`src/rtl/demux_vc_entrada_if.sv`:
```
// demux_vc_entrada_if: ingress handshake plus VC0/VC1 FIFO push bundle for demux_vc_entrada.
interface demux_vc_entrada_if #(parameter int BW = 6, parameter int CNT_W = 8);
    logic [BW-1:0]    data_in;
    logic             valid_in;
    logic             ready_in;
    logic             almost_full_fifo_VC0;
    logic             almost_full_fifo_VC1;
    logic             VC0_push;
    logic             VC1_push;
    logic [BW-1:0]    data_VC0;
    logic [BW-1:0]    data_VC1;
    logic             idle;
    logic [CNT_W-1:0] cnt_VC0;
    logic [CNT_W-1:0] cnt_VC1;
    modport master (
        output data_in, valid_in, almost_full_fifo_VC0, almost_full_fifo_VC1,
        input  ready_in, VC0_push, VC1_push, data_VC0, data_VC1, idle, cnt_VC0, cnt_VC1
    );
    modport slave (
        input  data_in, valid_in, almost_full_fifo_VC0, almost_full_fifo_VC1,
        output ready_in, VC0_push, VC1_push, data_VC0, data_VC1, idle, cnt_VC0, cnt_VC1
    );
endinterface

```
`src/rtl/demux_vc_entrada.sv`:
```
// demux_vc_entrada: 2-entry buffered, in-order VC0/VC1 demux on data bit VC_BIT.
// Define DEMUX_VC_CONTADORES_EN to build the per-VC push counters.
module demux_vc_entrada #(
    parameter int BW     = 6,
    parameter int VC_BIT = 4,
    parameter int CNT_W  = 8
) (
    input logic               clk,
    input logic               reset_L,
    demux_vc_entrada_if.slave bus
);
    localparam logic [1:0] VACIO = 2'd0, UNO = 2'd1, LLENO = 2'd2;
    logic [1:0]    state, state_nxt;
    logic [BW-1:0] b0, b1, b0_nxt, b1_nxt, head;
    logic          accept, issue, pop, store, to_vc1;
    assign bus.ready_in = state != LLENO && reset_L;
    assign bus.idle = state == VACIO && !bus.VC0_push && !bus.VC1_push;
    // An empty buffer lets the incoming word act as head (bypass).
    always_comb begin
        accept    = bus.valid_in && bus.ready_in;
        head      = state == VACIO ? bus.data_in : b0;
        to_vc1    = head[VC_BIT];
        issue     = (state != VACIO || accept) && (to_vc1 ? !bus.almost_full_fifo_VC1 : !bus.almost_full_fifo_VC0);
        pop       = issue && state != VACIO;
        store     = accept && !(state == VACIO && issue);
        state_nxt = store && !pop ? state + 2'd1 : !store && pop ? state - 2'd1 : state;
        b0_nxt    = pop ? (state == LLENO ? b1 : bus.data_in) : (state == VACIO ? bus.data_in : b0);
        b1_nxt    = state == UNO && !pop ? bus.data_in : b1;
    end
    always_ff @(posedge clk or negedge reset_L) begin
        if (!reset_L) begin
            state        <= VACIO;
            b0           <= '0;
            b1           <= '0;
            bus.VC0_push <= 1'b0;
            bus.VC1_push <= 1'b0;
            bus.data_VC0 <= '0;
            bus.data_VC1 <= '0;
        end else begin
            state        <= state_nxt;
            b0           <= b0_nxt;
            b1           <= b1_nxt;
            bus.VC0_push <= issue && !to_vc1;
            bus.VC1_push <= issue && to_vc1;
            if (issue && !to_vc1) bus.data_VC0 <= head;
            if (issue && to_vc1) bus.data_VC1 <= head;
        end
    end
`ifdef DEMUX_VC_CONTADORES_EN
    logic [CNT_W-1:0] cnt0, cnt1;
    always_ff @(posedge clk or negedge reset_L) begin
        if (!reset_L) begin
            cnt0 <= '0;
            cnt1 <= '0;
        end else begin
            cnt0 <= cnt0 + CNT_W'(bus.VC0_push);
            cnt1 <= cnt1 + CNT_W'(bus.VC1_push);
        end
    end
    assign bus.cnt_VC0 = cnt0;
    assign bus.cnt_VC1 = cnt1;
`else
    assign bus.cnt_VC0 = '0;
    assign bus.cnt_VC1 = '0;
`endif
endmodule

```
`src/flat_wrapper.sv`:
```
// flat-port wrapper written by rule: the top's interface ports become plain ports
module demux_vc_entrada_flat 
#(
    parameter int BW     = 6,
    parameter int VC_BIT = 4,
    parameter int CNT_W  = 8
)
  (clk, reset_L, bus_data_in, bus_valid_in, bus_almost_full_fifo_VC0, bus_almost_full_fifo_VC1, bus_ready_in, bus_VC0_push, bus_VC1_push, bus_data_VC0, bus_data_VC1, bus_idle, bus_cnt_VC0, bus_cnt_VC1);
  demux_vc_entrada_if #(.BW(BW), .CNT_W(CNT_W)) bus_i ();
  input logic clk;
  input logic reset_L;
  input wire logic [$bits(bus_i.data_in)-1:0] bus_data_in;
  input wire logic [$bits(bus_i.valid_in)-1:0] bus_valid_in;
  input wire logic [$bits(bus_i.almost_full_fifo_VC0)-1:0] bus_almost_full_fifo_VC0;
  input wire logic [$bits(bus_i.almost_full_fifo_VC1)-1:0] bus_almost_full_fifo_VC1;
  output wire logic [$bits(bus_i.ready_in)-1:0] bus_ready_in;
  output wire logic [$bits(bus_i.VC0_push)-1:0] bus_VC0_push;
  output wire logic [$bits(bus_i.VC1_push)-1:0] bus_VC1_push;
  output wire logic [$bits(bus_i.data_VC0)-1:0] bus_data_VC0;
  output wire logic [$bits(bus_i.data_VC1)-1:0] bus_data_VC1;
  output wire logic [$bits(bus_i.idle)-1:0] bus_idle;
  output wire logic [$bits(bus_i.cnt_VC0)-1:0] bus_cnt_VC0;
  output wire logic [$bits(bus_i.cnt_VC1)-1:0] bus_cnt_VC1;
  assign bus_i.data_in = bus_data_in;
  assign bus_i.valid_in = bus_valid_in;
  assign bus_i.almost_full_fifo_VC0 = bus_almost_full_fifo_VC0;
  assign bus_i.almost_full_fifo_VC1 = bus_almost_full_fifo_VC1;
  assign bus_ready_in = bus_i.ready_in;
  assign bus_VC0_push = bus_i.VC0_push;
  assign bus_VC1_push = bus_i.VC1_push;
  assign bus_data_VC0 = bus_i.data_VC0;
  assign bus_data_VC1 = bus_i.data_VC1;
  assign bus_idle = bus_i.idle;
  assign bus_cnt_VC0 = bus_i.cnt_VC0;
  assign bus_cnt_VC1 = bus_i.cnt_VC1;
  demux_vc_entrada #(.BW(BW), .VC_BIT(VC_BIT), .CNT_W(CNT_W)) u_core (.clk(clk), .reset_L(reset_L), .bus(bus_i));
endmodule
```
`config.mk`:
```
export PLATFORM = sky130hd
export DESIGN_NAME = demux_vc_entrada_flat
export DESIGN_NICKNAME = d
export VERILOG_FILES = /design/src/rtl/demux_vc_entrada_if.sv /design/src/rtl/demux_vc_entrada.sv /design/src/flat_wrapper.sv
export SDC_FILE = /design/constraint.sdc
export NUM_CORES = 1
export LEC_CHECK = 0
export CAP_MARGIN = 20
export CORE_MARGIN = 3
export CORE_UTILIZATION = 50
export CTS_CLUSTER_SIZE = 14
export DETAILED_ROUTE_END_ITERATION = 10
export PLACE_DENSITY = 0.84
export SETUP_SLACK_MARGIN = 0.1
export SLEW_MARGIN = 20
export SYNTH_ARGS = -nofsm -noshare
export SYNTH_HDL_FRONTEND = slang
export SYNTH_SLANG_ARGS = --single-unit
export TNS_END_PERCENT = 5
```
`constraint.sdc`:
```
create_clock -name clk -period 2.7 [get_ports clk]
set_input_delay 0.54 -clock clk [delete_from_list [all_inputs] [get_ports clk]]
set_output_delay 0.54 -clock clk [all_outputs]
set_load 0.02 [all_outputs]
```
==> results.json <==
{
  "synthCells": 116,
  "critPathArrivalTime_ns": 1.89,
  "synth_area_mm2": 0.00147,
  "yosys.area_share.xor_xnor_pct": 1.19,
  "drt-pass1-iter-count": 4,
  "fillers": 211,
  "fin_nets": 163,
  "grt_overflow": 0,
  "grt_max_degree": 23,
  "post-route-period-util_pct": 89.9,
  "yosys.area_share.simple_pct": 5.09,
  "p_int_mw": 1.28,
  "multiInputGateArea_um2": 674,
  "wl_per_cell_um": 15.9,
  "synthArstFlopShare_pct": 100,
  "synth_top_family_by_area": "multiplexers",
  "die_x_um": 60.3,
  "n_antenna_cell": 0,
  "drv_cap": 0,
  "cts_resized": 0,
  "synth_compound_area_share_pct": 8.74,
  "critPathTopFamily": "buffers and inverters",
  "core_area_mm2": 0.00278,
  "syn2layout_area_growth_pct": 20.0,
  "rsz0062_at_grt": "false",
  "met3_length_um": 148,
  "seqPwrFrac_pct": 35.4,
  "maxSlewViolCount": 0,
  "synth_fa_ha_area_share_pct": 3.40,
  "cts_setup_buffers": 0,
  "clock_skew_ns": 0.00666,
  "routed-via-count": 904,
  "holdWs_ns": 0.505,
  "power.leakage_nw": 0.807,
  "dp_hpwl_mm": 2.14,
  "start_kind": "flip-flop",
  "grt_usage_pct": 18.5,
  "p_sw_share_pct": 38.0,
  "rows": 19,
  "grt_first_pass_wirelength_mm": 4.80,
  "synth_edf_count": 0,
  "synth.area.top_cells": "dfrtp_1 (48%), mux2_2 (17%), buf_4 (8.7%), mux2i_1 (4.8%), ha_1 (3.4%)",
  "fmax_mhz": 412,
  "synth-seq-area-share_pct": 47.5,
  "place_area_mm2": 0.00173,
  "regArea_um2": 701,
  "synth_common_cells": "dfrtp_1 (28), mux2_2 (22), buf_4 (17), mux2i_1 (7)",
  "synthMuxAreaShare_pct": 23.3,
  "cts.clk_slew.worst_paths_ns": 0.15,
  "hold_viol_final": 0,
  "crit_path_end_kind": "output port",
  "place_congestion": 0.761,
  "drive_above_1_share_pct": 24.5,
  "met2_length_mm": 1.37,
  "crit_type": "reg -> out",
  "numPortBuffers": 26,
  "cts.sinks": 28,
  "clk_latency_ns": 0.33,
  "ctsLongestPathBuffers": 2,
  "cts-root-buf": "clkbuf_4",
  "ios": 43,
  "routed_wl_mm": 2.83,
  "hold_class": "reg -> reg",
  "clkPwrFrac_pct": 10.0,
  "setup_viol": 0,
  "synth-seq-cells": 28,
  "fp.dieH_um": 60.3,
  "antenna_found_initial": 0,
  "initial_utilization_pct": 53.0,
  "ys_types": 28,
  "grt_pass1_vias": 1020,
  "wl_met1_mm": 1.26,
  "slowest_delay_ns": 0.62,
  "drc": 0,
  "period_needed_ns": 2.43,
  "peakVddDrop_v": 0.000766,
  "status": "complete, no violations",
  "synth_top_cell_area_share_pct": 47.5,
  "top_layer_used": "met4",
  "postRouteAntennaNets": 0,
  "crit_path_max_fanout": 8,
  "holdBufCountCts": 0,
  "final_cell_area_mm2": 0.00177,
  "worst-path-buf-inv": 2,
  "yosysMostFrequentCell": "dfrtp_1",
  "combPwrFrac_pct": 54.6,
  "die_area_mm2": 0.00364,
  "netSwitchingPower_uw": 786,
  "setup_ws_ns": 0.271,
  "cts_buffers": 3,
  "avgSynthCellArea_um2": 12.7,
  "place_ws_ns": 0.219,
  "powerDensity_mw_per_mm2": 1170,
  "tns_ns": 0,
  "cts.htree.levels": 1,
  "crit_chain": "inv_1 -> ha_1 -> nor2b_1 -> clkdlybuf4s50_1",
  "drtIter0Drc": 25,
  "critPathSlowestCell": "clkdlybuf4s50_1",
  "cts_tree": "done",
  "vias_per_cell": 5.08,
  "yosys.area.top_type": "dfrtp_1",
  "ys.flop_type": "dfrtp_1",
  "ys.warnings.count": 0,
  "crit_required_ns": 2.16
}
==> cell families after synthesis <==
family,Yosys count
other cells,1
simple gates,12
buf+inv,24
mux,31
flops,28
compound gates,14
xor+xnor,2
fa+ha+maj,4
==> per-stage QoR <==
step / total power [mW] / utilization, % / std cells
finish: 2.07 / 63.6 / 178
CTS: 2.09 / 63.5 / 178
detailed placement: 1.88 / 62.2 / 174
floorplan: 1.50 / - / 131
global placement: 1.83 / 62.2 / 174
global route: 2.22 / 63.6 / 178
==> layout by cell type (no fill, tap or decap) <==
cell type,instances
clkbuf_8,1
buf_4,5
nand2_1,1
nand3b_1,1
clkdlybuf4s50_1,25
a21o_1,1
o2bb2ai_1,5
or2_2,1
dfrtp_1,28
conb_1,16
nor2b_1,2
clkbuf_4,3
inv_1,5
mux2i_2,1
mux2_1,1
mux2i_1,7
a22oi_1,1
xnor2_1,1
mux2_2,22
ha_1,4
o21ai_0,1
dlymetal6s2s_1,1
o21ai_2,1
a21oi_1,2
nand2b_1,1
xor2_1,1
nor3b_1,1
o22ai_1,1
and2_1,5
a211oi_4,2
==> sequential cells by signal, summed over array words and instances, names as in the netlist <==
name	count
u_core.b0	6
u_core.state	2
u_core.bus.data_VC0	6
u_core.bus.VC1_push	1
u_core.bus.data_VC1	6
u_core.bus.VC0_push	1
u_core.b1	6
==> routing by layer <==
layer / up-vias / GRT usage [%]
li1: 430 / -
met2: 34 / 31.0
met4: 0 / 7.59
met5: - / 0
met3: 5 / 3.02
met1: 435 / 23.4
==> final timing paths <==
kind                                         from                endpoint  slack, ns  depth (start not counted)
max                               u_core.state[0]            bus_ready_in       0.27                          4
min                        u_core.bus.data_VC1[4]  u_core.bus.data_VC1[4]       0.50                          1
max reg2reg                       u_core.state[0]  u_core.bus.data_VC0[2]       0.43                          6
min reg2reg                u_core.bus.data_VC1[4]  u_core.bus.data_VC1[4]       0.50                          1
max in group asynchronous                 reset_L         u_core.state[0]       1.87                          2
min in group asynchronous                 reset_L            u_core.b1[3]       0.53                          2
==> power groups by stage <==
stage                     logic, mW  registers, mW  clock network [mW]
after floorplan               0.692          0.811                   0
after global placement         1.11          0.727                   0
after detailed placement       1.14          0.741                   0
after CTS                      1.15          0.734               0.212
after global routing           1.23          0.761               0.232
final                          1.13          0.732               0.207
==> final cells by class <==
class / count / area share [%]
multi-input cells: 79 / 38.1
repair buffers: 31 / 17.0
flip-flops and latches: 28 / 39.6
clock buffers: 4 / 2.05
inverters: 5 / 1.06
well taps: 31 / 2.19
Power figures use the tool's default switching activity.
